## src/rtl/alu_req_arbiter.sv

```systemverilog
// Round-robin arbiter sharing one combinational 8-bit ALU among NUM_REQ requesters,
// with a single registered, ID-tagged valid/ready response stage.
//
// state | meaning
// EMPTY | no result held, rsp_valid low
// FULL  | result held in rsp_* registers, rsp_valid high
module alu_req_arbiter #(
   parameter int NUM_REQ = 4,
   parameter int ID_W    = 2
) (
   input  logic                 clk,
   input  logic                 reset,
   input  logic [NUM_REQ-1:0]   req_valid,
   output logic [NUM_REQ-1:0]   req_ready,
   input  logic [NUM_REQ*8-1:0] req_a,
   input  logic [NUM_REQ*8-1:0] req_b,
   input  logic [NUM_REQ*4-1:0] req_sel,
   output logic [7:0]           alu_a,
   output logic [7:0]           alu_b,
   output logic [3:0]           alu_sel,
   input  logic [7:0]           alu_out,
   input  logic                 alu_carry,
   output logic                 rsp_valid,
   input  logic                 rsp_ready,
   output logic [7:0]           rsp_data,
   output logic                 rsp_carry,
   output logic                 rsp_err,
   output logic [ID_W-1:0]      rsp_id
);

   typedef enum logic {EMPTY = 1'b0, FULL = 1'b1} state_e;

   state_e          state_q;
   logic [ID_W-1:0] rr_ptr_q;
   logic [ID_W-1:0] rsp_id_q;
   logic [7:0]      rsp_data_q;
   logic            rsp_carry_q;
   logic            rsp_err_q;

   logic            can_accept;
   logic            gnt_found;
   logic [ID_W-1:0] gnt_idx;
   logic [ID_W:0]   scan;
   logic            accept;
   logic            div_zero;

   assign can_accept = (state_q == EMPTY) || rsp_ready;

   // Scan rr_ptr, rr_ptr+1, ... with wrap at NUM_REQ; first valid requester wins.
   always_comb begin
      gnt_found = 1'b0;
      gnt_idx   = '0;
      scan      = '0;
      for (int k = 0; k < NUM_REQ; k++) begin
         scan = {1'b0, rr_ptr_q} + (ID_W+1)'(k);
         if (scan >= (ID_W+1)'(NUM_REQ))
            scan = scan - (ID_W+1)'(NUM_REQ);
         if (!gnt_found && req_valid[scan[ID_W-1:0]]) begin
            gnt_found = 1'b1;
            gnt_idx   = scan[ID_W-1:0];
         end
      end
   end

   // Holding reset low also blocks grants, so nothing is accepted during reset.
   assign accept = gnt_found && can_accept && reset;

   always_comb begin
      req_ready = '0;
      alu_a     = '0;
      alu_b     = '0;
      alu_sel   = '0;
      for (int i = 0; i < NUM_REQ; i++) begin
         if (accept && gnt_idx == ID_W'(i)) begin
            req_ready[i] = 1'b1;
            alu_a        = req_a[8*i +: 8];
            alu_b        = req_b[8*i +: 8];
            alu_sel      = req_sel[4*i +: 4];
         end
      end
   end

   assign div_zero = (alu_sel == 4'b0011) && (alu_b == 8'd0);

   always_ff @(posedge clk or negedge reset) begin
      if (!reset) begin
         state_q     <= EMPTY;
         rr_ptr_q    <= '0;
         rsp_id_q    <= '0;
         rsp_data_q  <= '0;
         rsp_carry_q <= 1'b0;
         rsp_err_q   <= 1'b0;
      end else if (accept) begin
         state_q     <= FULL;
         rsp_id_q    <= gnt_idx;
         rsp_err_q   <= div_zero;
         rsp_data_q  <= div_zero ? 8'hFF : alu_out;
         rsp_carry_q <= (alu_sel == 4'b0000) ? alu_carry : 1'b0;
         rr_ptr_q    <= (gnt_idx == ID_W'(NUM_REQ-1)) ? '0 : gnt_idx + ID_W'(1);
      end else if (rsp_ready) begin
         state_q <= EMPTY;
      end
   end

   assign rsp_valid = (state_q == FULL);
   assign rsp_id    = rsp_id_q;
   assign rsp_data  = rsp_data_q;
   assign rsp_carry = rsp_carry_q;
   assign rsp_err   = rsp_err_q;

endmodule

```

## config.mk

```make
export PLATFORM = sky130hd
export DESIGN_NAME = alu_req_arbiter
export DESIGN_NICKNAME = d
export VERILOG_FILES = /design/src/rtl/alu_req_arbiter.sv
export SDC_FILE = /design/constraint.sdc
export NUM_CORES = 1
export LEC_CHECK = 0
export BUFFER_PORTS_ARGS = -buffer_cell sky130_fd_sc_hd__buf_2
export CORE_MARGIN = 5
export CORE_UTILIZATION = 34
export CTS_CLUSTER_DIAMETER = 30
export DETAILED_ROUTE_END_ITERATION = 12
export MAX_ROUTING_LAYER = met4
export PLACE_DENSITY = 0.85
export SYNTH_ARGS = -nofsm -noshare
export SYNTH_HDL_FRONTEND = slang
export SYNTH_SLANG_ARGS = --single-unit
```

## constraint.sdc

```tcl
create_clock -name clk -period 2.9 [get_ports clk]
set_input_delay 0.435 -clock clk [delete_from_list [all_inputs] [get_ports clk]]
set_output_delay 0.435 -clock clk [all_outputs]
set_load 0.005 [all_outputs]
```

==> results of run 1 <==
==> layout make-up <==
cell class,count,area [um^2],share of cell area (%)
Multi-Input combinational cell,164,1220,45.7
Tap cell,52,65.1,2.44
Sequential cell,15,375,14.1
Timing Repair Buffer,160,923,34.6
Clock buffer,4,45.0,1.69
Inverter,9,41.3,1.55
==> stage by stage <==
step	total power, W	utilization [%]	instances
6_report	0.00194	62.2	404
5_1_grt	0.00209	62.2	404
4_1_cts	0.00173	58.2	400
3_5_place_dp	0.00140	54.1	393
3_3_place_gp	0.00137	54.1	393
2_1_floorplan	0.000952	-	202
==> power groups by stage <==
stage | Clock (W) | Combinational, W | Sequential, W
final | 0.000170 | 0.00148 | 0.000287
after detailed placement | 0 | 0.00111 | 0.000288
after global placement | 0 | 0.00108 | 0.000286
after global routing | 0.000186 | 0.00161 | 0.000291
after floorplan | 0 | 0.000662 | 0.000290
after CTS | 0.000171 | 0.00127 | 0.000285
==> repair_timing <==
| item | in CTS | in global routing |
|---|---|---|
| hold endpoints to repair | 0 | 0 |
| pin swaps | 7 | 12 |
| endpoints found under the setup margin | 29 | 29 |
| cloned | 0 | 3 |
| setup buffers | 3 | 1 |
| gates resized for setup | 30 | 25 |
==> flip-flops by register name, indices dropped and copies added, names as in the netlist <==
name       cells
rsp_valid      1
rsp_err        1
rsp_carry      1
rr_ptr_q       2
rsp_data       8
rsp_id         2
==> routing by layer <==
metal	global-route usage (%)	wire [um]	part of all wire [%]
met5	-	0	0
met4	5.24	140	2.1
met3	2.13	361	5.4
met2	37.3	3540	53
met1	24.0	2640	40
==> worst max-delay path, cell delays in order (launching register included) <==
cell,delay (ns)
sky130_fd_sc_hd__dfrtp_1,0.43
sky130_fd_sc_hd__buf_4,0.17
sky130_fd_sc_hd__nor3b_2,0.22
sky130_fd_sc_hd__a221oi_2,0.07
sky130_fd_sc_hd__and2_4,0.20
sky130_fd_sc_hd__ha_2,0.22
sky130_fd_sc_hd__nor2b_4,0.25
sky130_fd_sc_hd__buf_6,0.17
sky130_fd_sc_hd__a221o_1,0.16
sky130_fd_sc_hd__o311ai_2,0.13
sky130_fd_sc_hd__nor2_1,0.15
sky130_fd_sc_hd__buf_2,0.14
==> worst paths after layout <==
check	end	cells after the start	slack, ns	start
worst max-delay path	alu_b[4]	11	-0.09	rr_ptr_q[1]
worst min-delay path	rsp_valid	1	0.11	reset
worst max register to register	rsp_data[1]	12	0.07	rr_ptr_q[1]
worst min register to register	rsp_id[0]	2	0.49	rsp_id[0]
max in group asynchronous	rsp_carry	1	2.50	reset
min in group clk	rsp_carry	2	0.45	alu_carry
==> synthesized netlist by cell type (2+ instances only) <==
cell                        instances
sky130_fd_sc_hd__nor2_1            46
sky130_fd_sc_hd__dfrtp_1           15
sky130_fd_sc_hd__nor3_1            15
sky130_fd_sc_hd__a221oi_1          13
sky130_fd_sc_hd__nand2_1           13
sky130_fd_sc_hd__a21oi_1           12
sky130_fd_sc_hd__inv_1              8
sky130_fd_sc_hd__o21ai_2            8
sky130_fd_sc_hd__clkbuf_1           6
sky130_fd_sc_hd__nand2b_1           6
sky130_fd_sc_hd__a221o_1            5
sky130_fd_sc_hd__and2_1             5
sky130_fd_sc_hd__buf_1              5
sky130_fd_sc_hd__o21ai_0            5
sky130_fd_sc_hd__o311ai_0           5
sky130_fd_sc_hd__buf_2              4
sky130_fd_sc_hd__ha_1               4
sky130_fd_sc_hd__a2111oi_2          2
sky130_fd_sc_hd__a211oi_1           2
sky130_fd_sc_hd__a22oi_1            2
sky130_fd_sc_hd__and4_1             2
sky130_fd_sc_hd__or3b_2             2
==> cell families (layout without fill, tap and decap cells) <==
group / count (synthesis) / in the layout
AOI/OAI and AO/OA: 60 / 60
buffers and inverters: 25 / 173
adders and majority gates: 4 / 4
muxes: 1 / 1
and+or+nand+nor: 97 / 99
DFF: 15 / 15
==> cell usage in the layout, fill, tap and decap left out, types with 3 or more instances in the layout <==
cell / netlist / layout
sky130_fd_sc_hd__nand2_1: 13 / 12
sky130_fd_sc_hd__nor2_1: 46 / 46
sky130_fd_sc_hd__buf_6: 0 / 4
sky130_fd_sc_hd__o311ai_2: 0 / 4
sky130_fd_sc_hd__inv_1: 8 / 6
sky130_fd_sc_hd__buf_4: 1 / 21
sky130_fd_sc_hd__and2_1: 5 / 4
sky130_fd_sc_hd__dfrtp_1: 15 / 15
sky130_fd_sc_hd__nand2b_1: 6 / 6
sky130_fd_sc_hd__a221oi_1: 13 / 3
sky130_fd_sc_hd__o21ai_2: 8 / 9
sky130_fd_sc_hd__a21oi_1: 12 / 12
sky130_fd_sc_hd__o21ai_0: 5 / 3
sky130_fd_sc_hd__clkbuf_8: 0 / 3
sky130_fd_sc_hd__a221oi_2: 0 / 9
sky130_fd_sc_hd__nor3_1: 15 / 13
sky130_fd_sc_hd__a221o_1: 5 / 5
sky130_fd_sc_hd__buf_2: 4 / 132
==> results.txt, run 1 <==
----------------------------------------------------
[Detailed routing]
  DR pass1 iterations ... 5
  Routed WL per cell ... 16.5 um
  Total vias in the final route ... 2163
  Post-detailed-route count of antenna-violating nets ... 0
  WL final ... 6690 um
  Vias per inst ... 5.35
  Drc violations ... 0
  Violation count after the first detailed-routing iteration ... 130

[CTS]
  Hold Buf Count CTS ... 0
  Number of buffers created by CTS ... 3
  CTS tree ... built
  Clk Latency, worst-skew pair ... 0.24 ns
  Maximum root-to-sink buffer count ... 2
  Register clock-pin slew on the reported worst setup and hold paths ... 0.07 ns
  Root buffer selected by CTS ... sky130_fd_sc_hd__clkbuf_8
  Clock sink count ... 15
  H-tree depth ... 1

[Placed design]
  Worst setup timing slack at the placement stage ... -0.206 ns
  Final estimated routing congestion in global placement ... 0.965
  Count of input and output buffers ... 132
  Cell area after placement ... 2320 um^2
  Half-perimeter wire length after detailed placement ... 4850 um

[Yosys]
  Share of Yosys cell area claimed by the top area cell type ... 25.1%
  Post-synthesis share of cell area spent on full adders, half adders and majority gates ... 3.35%
  Share of synthesized flip-flops with an asynchronous set or reset ... 100%
  Count of unique library cells instantiated by Yosys ... 39
  Mapped Avg Cell Area ... 7.39 um^2
  Multiplexer share of the synthesized area ... 0.671%
  Most instantiated flip-flop cell in the synthesis netlist ... sky130_fd_sc_hd__dfrtp_1
  Synthesized Nets ... 302
  Gate count after technology mapping ... 202
  Sequential cell area fraction in the yosys report ... 25.1%
  Area of the mapped netlist ... 1490 um^2
  Xor/xnor cell area share of the yosys netlist ... 0%
  Dominant combinational cell family by area after synthesis ... simple AND/OR/NAND/NOR gates
  Compound-gate portion of the synthesized area ... 31.6%
  Area contributors post-synth ... sky130_fd_sc_hd__dfrtp_1 25%, sky130_fd_sc_hd__nor2_1 12%, sky130_fd_sc_hd__a221oi_1 7.6%, sky130_fd_sc_hd__nor3_1 5.0%, sky130_fd_sc_hd__o21ai_2 4.7%
  Yosys warning total ... 0
  Simple-gate portion of the synthesized area ... 32.4%
  Number of flops mapped to enable cells by yosys ... 0
  Post-synthesis sequential element count ... 15
  Post-synthesis cell type with the largest combined area ... sky130_fd_sc_hd__dfrtp_1

[STA]
  Final cycle utilization of the critical path ... 103%
  RSZ-0062 raised after global routing ... true
  Number of hold violations in the final report ... 0
  Worst hold slack ... 0.112 ns
  Number of max-slew violations in the final report ... 0
  Total of endpoints with negative setup slack in the final report ... 17
  Slew margin rel. ... 65.8%
  Fmax ... 334 MHz
  Clk_skew ... 0.00520 ns
  Slew at the pin closest to its max-slew limit ... 0.513 ns
  Final period demand of the worst path ... 2.99 ns
  Final setup TNS ... -0.529 ns
  Post-route setup slack ... -0.0910 ns

[Power]
  Max IR drop VDD ... 0.000349 V
  Internal power of the cells ... 0.00107 W
  Leak pwr ... 1.36 nW
  Part of the total power dissipated in combinational logic ... 76.4%
  Pwr dens ... 725 nW/um^2
  Sequential share of power ... 14.8%
  Psw ... 0.000863 W
  Clock Power Share ... 8.8%
  Switching share of power ... 44.5%

[Finish]
  Post-layout instance area ... 2670 um^2
  Layout cell share with drive strength beyond 1 ... 59.9%
  Number of fill cells in the layout ... 380
  ANT cells ... 0
  Relative area change from synthesis to final layout ... 79.0%
  Count of nets after finishing ... 453

[Run]
  Maxcap violations ... 0

[Die]
  I/O pin count ... 133
  Initial core utilization ... 34.8%
  Die height ... 76.3 um
  Full die area ... 5820 um^2
  Number of rows in the core area ... 24
  Die outline width ... 76.3 um
  Floorplan core area ... 4290 um^2

[Worst setup path]
  Required time of the critical path ... 2.47 ns
  Arrival time at the worst endpoint ... 2.56 ns
  Startpoint type of the worst setup path ... flip-flop
  Crit path capture type ... output port
  Highest fanout seen on the critical path ... 7
  Start-to-end type of the worst setup path ... flip-flop to output port

[Outcome]
  Failing checks ... setup timing
  Outcome ... finished, violations left

[GRT]
  Total congestion overflow after global routing ... 0
  Global routing usage summed across all routing layers ... 20.6%
  Pin count of the biggest net entering global routing ... 22
  Initial antenna violation count ... 0
  First-pass GRT wire length ... 9960 um
  Number of global-route vias before repair ... 2219

[Min path]
  Min-delay worst type ... primary input to asynchronous set/reset pin

----------------------------------------------------
Power figures use the tool's default switching activity.
==> inputs of run 2 (changes only) <==
- ABC_AREA: unset -> 1
- CORE_UTILIZATION: 34 -> 40
- PLACE_DENSITY: 0.85 -> 0.87
==> results.txt, run 2 <==
----------------------------------------------------
[Power]
  Internal power of the cells ... 0.00360 W (+230%)
  Clock Power Share ... 2.4% (-6.4 points)
  Part of the total power dissipated in combinational logic ... 92.2% (+16 points)
  Leak pwr ... 2.35 nW (+73%)
  Switching share of power ... 49.2% (+4.6 points)
  Sequential share of power ... 5.4% (-9.4 points)
  Pwr dens ... 1790 nW/um^2 (+150%)
  Max IR drop VDD ... 0.000847 V (+140%)
  Post-layout total power ... 0.00708 W (+270%)
  Psw ... 0.00348 W (+300%)

[Placed design]
  Final estimated routing congestion in global placement ... 0.909 (-5.8%)
  Count of input and output buffers ... 132 (unchanged)
  Placed cell count ... 589 (+50%)
  Worst setup timing slack at the placement stage ... -0.276 ns (-0.0701 ns)
  Cell area after placement ... 3020 um^2 (+30%)
  Half-perimeter wire length after detailed placement ... 5610 um (+16%)

[CTS]
  H-tree depth ... 1 (unchanged)
  Maximum root-to-sink buffer count ... 2 (unchanged)
  Clk Latency, worst-skew pair ... 0.26 ns (+0.02 ns)
  Register clock-pin slew on the reported worst setup and hold paths ... 0.06 ns (about the same)
  Number of buffers created by CTS ... 3 (unchanged)
  Hold Buf Count CTS ... 0 (unchanged)
  Root buffer selected by CTS ... sky130_fd_sc_hd__clkbuf_8
  CTS tree ... built
  Clock sink count ... 15 (unchanged)

[Finish]
  Count of nets after finishing ... 666 (+47%)
  Post-layout instance area ... 3960 um^2 (+48%)
  Layout cell share with drive strength beyond 1 ... 56.1% (-3.8 points)
  Most frequent standard cell in the layout excluding fill and tap cells ... sky130_fd_sc_hd__buf_2
  Final standard cell utilization of the core ... 77.6% (+15 points)
  Top library cells by usage in the layout, fill and taps aside ... 129 x sky130_fd_sc_hd__buf_2, 97 x sky130_fd_sc_hd__nand2_1, 59 x sky130_fd_sc_hd__inv_1
  Number of flip-flops in the largest register ... 8 (unchanged)
  Final Instance Count excl. Fillers ... 635 (+57%)
  Relative area change from synthesis to final layout ... 87.7%
  ANT cells ... 0 (unchanged)

[GRT]
  First-pass GRT wire length ... 13000 um (+31%)
  Pin count of the biggest net entering global routing ... 39 (+77%)
  Global routing usage summed across all routing layers ... 24.7% (+4.1 points)
  Number of global-route vias before repair ... 2982 (+34%)
  Initial antenna violation count ... 0 (unchanged)
  Total congestion overflow after global routing ... 0 (unchanged)

[STA]
  Fmax ... 295 MHz (-12%)
  Final cycle utilization of the critical path ... 117% (+14 points)
  RSZ-0062 raised after global routing ... true
  Number of hold violations in the final report ... 0 (unchanged)
  Clk_skew ... 0.00495 ns (-0.000249 ns)
  Slew at the pin closest to its max-slew limit ... 0.428 ns (-0.0845 ns)
  Total of endpoints with negative setup slack in the final report ... 32 (+15)
  Slew margin rel. ... 71.4% (+5.6 points)
  Final period demand of the worst path ... 3.39 ns (+0.399 ns)
  Post-route setup slack ... -0.490 ns (-0.399 ns)
  Number of max-slew violations in the final report ... 0 (unchanged)

[Die]
  Die height ... 82.7 um (+8.4%)
  Initial core utilization ... 41.4% (+6.6 points)
  Die outline width ... 82.7 um (+8.4%)
  Full die area ... 6830 um^2 (+18%)
  Floorplan core area ... 5110 um^2 (+19%)
  Number of rows in the core area ... 26 (+8.3%)
  I/O pin count ... 133 (unchanged)

[Detailed routing]
  Routed WL per cell ... 15.1 um (-9.0%)
  Drc violations ... 0 (unchanged)
  Violation count after the first detailed-routing iteration ... 348 (+170%)
  WL final ... 9560 um (+43%)
  Total vias in the final route ... 3311 (+53%)
  DR pass1 iterations ... 5 (unchanged)
  Post-detailed-route count of antenna-violating nets ... 0 (unchanged)
  Vias per inst ... 5.21 (-2.6%)

[Worst setup path]
  Highest fanout seen on the critical path ... 8 (+1)
  First element of the critical path ... rr_ptr_q[0]
  Arrival time at the worst endpoint ... 2.95 ns (+0.39 ns)
  Required time of the critical path ... 2.47 ns (about the same)
  Start-to-end type of the worst setup path ... flip-flop to output port
  Crit path capture type ... output port
  Critical register-to-register path startpoint ... rr_ptr_q[0]
  Startpoint type of the worst setup path ... flip-flop

[Yosys]
  Area contributors post-synth ... sky130_fd_sc_hd__nand2_1 22%, sky130_fd_sc_hd__dfrtp_1 18%, sky130_fd_sc_hd__inv_1 12%, sky130_fd_sc_hd__nand4_1 11%, sky130_fd_sc_hd__nor2_1 5.9%
  Number of flops mapped to enable cells by yosys ... 0 (unchanged)
  Synth top cells by count ... 125 x sky130_fd_sc_hd__nand2_1, 67 x sky130_fd_sc_hd__inv_1, 37 x sky130_fd_sc_hd__nand4_1, 33 x sky130_fd_sc_hd__nor2_1, 18 x sky130_fd_sc_hd__nand3_1
  Gate count after technology mapping ... 379 (+88%)
  Most instantiated flip-flop cell in the synthesis netlist ... sky130_fd_sc_hd__dfrtp_1
  Count of unique library cells instantiated by Yosys ... 28 (-28%)
  Sequential cell area fraction in the yosys report ... 17.8% (-7.4 points)
  Yosys warning total ... 0 (unchanged)
  Most common cell in the netlist ... sky130_fd_sc_hd__nand2_1
  Post-synthesis cell type with the largest combined area ... sky130_fd_sc_hd__nand2_1
  Area of the mapped netlist ... 2110 um^2 (+41%)
  Mapped Avg Cell Area ... 5.57 um^2 (-25%)
  Post-synthesis sequential element count ... 15 (unchanged)
  Share of synthesized flip-flops with an asynchronous set or reset ... 100% (unchanged)
  Synthesized Nets ... 479 (+59%)
  Share of Yosys cell area claimed by the top area cell type ... 22.2% (-2.9 points)

[Outcome]
  Failing checks ... setup timing
  Outcome ... finished, violations left

[Min path]
  Min-delay worst type ... primary input to asynchronous set/reset pin

[Run]
  Maxcap violations ... 0 (unchanged)

----------------------------------------------------
-- run 2: changes by cell type in the layout (fill, tap and decap cells not counted), moves of 11 or more --
| cell | change |
|---|---|
| sky130_fd_sc_hd__a21oi_1 | -11 |
| sky130_fd_sc_hd__nand2_1 | +85 |
| sky130_fd_sc_hd__inv_1 | +53 |
| sky130_fd_sc_hd__nand2_2 | +27 |
| sky130_fd_sc_hd__nor2_2 | +15 |
| sky130_fd_sc_hd__nand4_1 | +37 |
| sky130_fd_sc_hd__nand3_1 | +13 |
| sky130_fd_sc_hd__nor2_1 | -33 |
| sky130_fd_sc_hd__nor3_1 | -13 |
| sky130_fd_sc_hd__buf_4 | +25 |
-- run 2: routing by layer --
metal	up-vias	wire, um	GRT usage [%]
met4	0	267	6.37
li1	1571	-	-
met3	35	864	4.12
met2	210	4920	43.4
met1	1495	3510	29.1
met5	-	0	-
-- run 2: final cells by class --
type,count,area (um^2)
repair buffers,199,1400
repair inverters,3,27.5
clock buffers,3,41.3
clock inverters,1,5.00
well taps,70,87.6
inverters,74,307
flip-flops and latches,15,378
multi-input cells,270,1720
fillers,343,1140
-- run 2: power groups by stage --
stage / Sequential, W / Combinational (W) / Clock [W]
floorplan: 0.000369 / 0.00234 / 0
global placement: 0.000377 / 0.00359 / 0
detailed placement: 0.000381 / 0.00366 / 0
CTS: 0.000373 / 0.00532 / 0.000171
global route: 0.000397 / 0.00701 / 0.000182
finish: 0.000382 / 0.00653 / 0.000172
-- run 2: what timing repair did --
item	in CTS	in global routing
hold endpoints to repair	0	0
resized for setup	73	58
setup buffers	26	10
pin swaps	20	48
gates cloned	6	4
endpoints found under the setup margin	34	35
-- run 2: worst paths after layout --
kind                          endpoint  slack, ns  cells past startpoint
setup / recovery              alu_b[6]      -0.49                     21
hold / removal                 rsp_err       0.14                      2
setup reg to reg           rsp_data[7]      -0.36                     26
hold reg to reg            rsp_data[3]       0.47                      2
max in group asynchronous  rr_ptr_q[0]       2.56                      2
min in group clk             rsp_valid       0.43                      2
-- run 2: kinds of logic (layout without fill, tap and decap cells) --
logic type	Yosys count	in the layout	share of synthesized area (%)
xor+xnor	1	1	0.415
buf+inv	96	280	18.9
fa+ha+maj	4	4	2.37
compound gates	30	30	8.95
flops	15	15	17.8
simple gates	233	235	51.6
-- run 2: critical path: stages, from the launching register on --
cell,delay (ns)
sky130_fd_sc_hd__dfrtp_2,0.44
sky130_fd_sc_hd__buf_6,0.16
sky130_fd_sc_hd__nand2_4,0.05
sky130_fd_sc_hd__nand2_2,0.06
sky130_fd_sc_hd__nand2_2,0.05
sky130_fd_sc_hd__o21ai_2,0.07
sky130_fd_sc_hd__inv_2,0.07
sky130_fd_sc_hd__nor3_4,0.18
sky130_fd_sc_hd__nor2_1,0.07
sky130_fd_sc_hd__xor2_1,0.20
sky130_fd_sc_hd__inv_2,0.09
sky130_fd_sc_hd__nand2_4,0.10
sky130_fd_sc_hd__inv_4,0.06
sky130_fd_sc_hd__ha_4,0.19
sky130_fd_sc_hd__buf_12,0.14
sky130_fd_sc_hd__buf_8,0.13
sky130_fd_sc_hd__nor2_2,0.12
sky130_fd_sc_hd__nand4_1,0.15
sky130_fd_sc_hd__nand3_2,0.14
sky130_fd_sc_hd__a21oi_2,0.07
sky130_fd_sc_hd__inv_1,0.05
sky130_fd_sc_hd__buf_2,0.10
-- run 2: metrics by stage --
| stage | TNS (ns) | hold slack (ns) |
|---|---|---|
| 6_report | -11.58 | 0.144 |
| 5_1_grt | -18.23 | 0.155 |
| 4_1_cts | -5.16 | 0.137 |
| 3_5_place_dp | -6.95 | 0.409 |
| 3_3_place_gp | -4.21 | 0.406 |
| 2_1_floorplan | 0 | 0.139 |
==> inputs of run 3 (changes only) <==
- CORE_ASPECT_RATIO: unset -> 1.25
==> results.txt, run 3 (synthesized netlist as in run 2, its figures left out) <==
----------------------------------------------------
[Worst setup path]
  Endpoint of the worst-slack reg-to-reg timing path ... rsp_data[2]
  Critical register-to-register path startpoint ... rr_ptr_q[0]
  Crit path capture type ... output port
  Worst R2R Setup Slack ... -0.34 ns (+0.02 ns)
  Startpoint type of the worst setup path ... flip-flop
  First element of the critical path ... rr_ptr_q[0]
  Worst reg2reg path depth ... 26 (unchanged)
  Start-to-end type of the worst setup path ... flip-flop to output port
  Capture point of the critical path ... alu_a[6]
  Highest fanout seen on the critical path ... 6 (-2)
  Required time of the critical path ... 2.47 ns (about the same)
  Arrival time at the worst endpoint ... 2.90 ns (-0.05 ns)

[Placed design]
  Placed cell count ... 585 (-0.68%)
  Final estimated routing congestion in global placement ... 0.918 (+1.0%)
  Worst setup timing slack at the placement stage ... -0.268 ns (+0.00750 ns)
  Count of input and output buffers ... 132 (unchanged)
  Half-perimeter wire length after detailed placement ... 5920 um (+5.4%)

[Finish]
  Top library cells by usage in the layout, fill and taps aside ... 130 x sky130_fd_sc_hd__buf_2, 97 x sky130_fd_sc_hd__nand2_1, 57 x sky130_fd_sc_hd__inv_1
  Count of nets after finishing ... 658 (-1.2%)
  Number of fill cells in the layout ... 339 (-1.2%)
  Relative area change from synthesis to final layout ... 79.2%
  Most frequent standard cell in the layout excluding fill and tap cells ... sky130_fd_sc_hd__buf_2
  Layout cell share with drive strength beyond 1 ... 53.7% (-2.4 points)
  Area of combinational cells with multiple inputs ... 1720 um^2 (unchanged)
  Number of flip-flops in the largest register ... 8 (unchanged)
  ANT cells ... 0 (unchanged)
  Total area of sequential cells ... 377 um^2 (-0.33%)
  Final Instance Count excl. Fillers ... 619 (-2.5%)

[STA]
  Final setup TNS ... -11.89 ns (-0.317 ns)
  RSZ-0062 raised after global routing ... true
  Number of max-slew violations in the final report ... 0 (unchanged)
  Fmax ... 299 MHz (+1.5%)
  Final period demand of the worst path ... 3.34 ns (-0.0506 ns)
  Total of endpoints with negative setup slack in the final report ... 34 (+6.3%)
  Post-route setup slack ... -0.439 ns (+0.0506 ns)
  Number of hold violations in the final report ... 0 (unchanged)
  Final cycle utilization of the critical path ... 115% (-1.7 points)
  Clk_skew ... 0.00227 ns (-0.00268 ns)
  Slew margin rel. ... 81.5% (+10 points)
  Slew at the pin closest to its max-slew limit ... 0.278 ns (-0.151 ns)

[Outcome]
  Failing checks ... setup timing
  Outcome ... finished, violations left

[Die]
  Floorplan core area ... 5120 um^2 (+0.17%)
  Die outline width ... 75.0 um (-9.3%)
  Number of rows in the core area ... 29 (+12%)
  Die height ... 91.2 um (+10%)
  Full die area ... 6840 um^2 (+0.13%)
  Initial core utilization ... 41.3% (-0.071 points)
  I/O pin count ... 133 (unchanged)

[CTS]
  Register clock-pin slew on the reported worst setup and hold paths ... 0.06 ns (about the same)
  Clock sink count ... 15 (unchanged)
  Clk Latency, worst-skew pair ... 0.25 ns (about the same)
  Number of buffers created by CTS ... 3 (unchanged)
  Maximum root-to-sink buffer count ... 2 (unchanged)
  CTS tree ... built
  H-tree depth ... 1 (unchanged)
  Root buffer selected by CTS ... sky130_fd_sc_hd__clkbuf_8
  Hold Buf Count CTS ... 0 (unchanged)

[Detailed routing]
  Post-detailed-route count of antenna-violating nets ... 0 (unchanged)
  DR pass1 iterations ... 5 (unchanged)
  Vias per inst ... 5.25 (+0.73%)
  WL final ... 9040 um (-5.4%)
  Violation count after the first detailed-routing iteration ... 212 (-39%)
  Routed WL per cell ... 14.6 um (-3.0%)
  Total vias in the final route ... 3251 (-1.8%)
  Drc violations ... 0 (unchanged)

[GRT]
  Total congestion overflow after global routing ... 0 (unchanged)
  Number of global-route vias before repair ... 3122 (+4.7%)
  Initial antenna violation count ... 0 (unchanged)
  Global routing usage summed across all routing layers ... 24.9% (+0.26 points)
  Pin count of the biggest net entering global routing ... 40 (+2.6%)
  First-pass GRT wire length ... 13500 um (+3.6%)

[Power]
  Pwr dens ... 1700 nW/um^2 (-4.6%)
  Max IR drop VDD ... 0.00144 V (+70%)
  Leak pwr ... 2.29 nW (-2.4%)

[Run]
  Maxcap violations ... 0 (unchanged)

[Min path]
  Min-delay worst type ... primary input to asynchronous set/reset pin

----------------------------------------------------
## run 3: cell types whose count changed in the layout (fill, tap and decap cells not counted), moves of 8 or more
cell                     change
sky130_fd_sc_hd__buf_4       -8
sky130_fd_sc_hd__buf_6       +9
sky130_fd_sc_hd__nor2_1     +11
sky130_fd_sc_hd__nor2_2     -10
## run 3: report_power, final
group | internal (W) | switching (W)
Clock | 0.0000974 | 0.0000721
Combinational | 0.00273 | 0.00317
Sequential | 0.000306 | 0.0000719
Total | 0.00314 | 0.00331
## run 3: timing repair
item / in CTS / in global routing
buffers inserted: 17 / 6
pin swaps: 35 / 46
setup endpoints to repair: 34 / 34
gates resized for setup: 67 / 61
cloned: 6 / 2
## run 3: routing by layer
layer,track usage (%),routed length [um]
met3,3.09,862
met2,41.1,4540
met4,12.9,307
met5,-,0
met1,28.7,3340
## run 3: critical path, cell delays in order, from the launching register on
cell	delay (ns)
sky130_fd_sc_hd__dfrtp_2	0.47
sky130_fd_sc_hd__buf_6	0.17
sky130_fd_sc_hd__nand2_4	0.05
sky130_fd_sc_hd__nand2_1	0.05
sky130_fd_sc_hd__nand2_1	0.05
sky130_fd_sc_hd__o21ai_2	0.08
sky130_fd_sc_hd__inv_2	0.08
sky130_fd_sc_hd__nor3_4	0.23
sky130_fd_sc_hd__nor2_2	0.06
sky130_fd_sc_hd__xor2_1	0.15
sky130_fd_sc_hd__inv_1	0.11
sky130_fd_sc_hd__nand2_2	0.09
sky130_fd_sc_hd__inv_4	0.08
sky130_fd_sc_hd__ha_4	0.21
sky130_fd_sc_hd__buf_6	0.15
sky130_fd_sc_hd__nand2_8	0.08
sky130_fd_sc_hd__inv_8	0.08
sky130_fd_sc_hd__buf_6	0.09
sky130_fd_sc_hd__nand2_2	0.03
sky130_fd_sc_hd__nand2_1	0.05
sky130_fd_sc_hd__nand2_1	0.04
sky130_fd_sc_hd__a31oi_1	0.12
sky130_fd_sc_hd__buf_2	0.13
## run 3: layout make-up
cell class | instances | share of cell area, %
clock buffer | 4 | 1.19
inverter | 74 | 7.87
multi-input combinational | 270 | 45.5
sequential | 15 | 9.95
tap | 62 | 2.05
timing repair buffer | 192 | 33.0
timing repair inverter | 2 | 0.430
## run 3: how the worst min path moves through the flow
stage | slack [ns] | from | cells after the start | endpoint
finish | 0.14 | reset | 2 | rsp_data[4]
global placement | 0.40 | reset | 2 | rsp_valid
floorplan | 0.14 | reset | 0 | rr_ptr_q[0]
CTS | 0.14 | reset | 2 | rsp_err
detailed placement | 0.41 | reset | 2 | rsp_data[3]
global route | 0.15 | reset | 2 | rr_ptr_q[0]
## run 3: through the flow
step	hold slack [ns]	total power, W	util (%)	cell area [um^2]
after floorplan	0.139	0.00271	-	2140
after global placement	0.397	0.00403	59.4	3040
after global routing	0.153	0.00693	74.0	3780
after CTS	0.140	0.00569	69.0	3530
after detailed placement	0.406	0.00411	59.4	3040
final	0.138	0.00645	74.0	3780
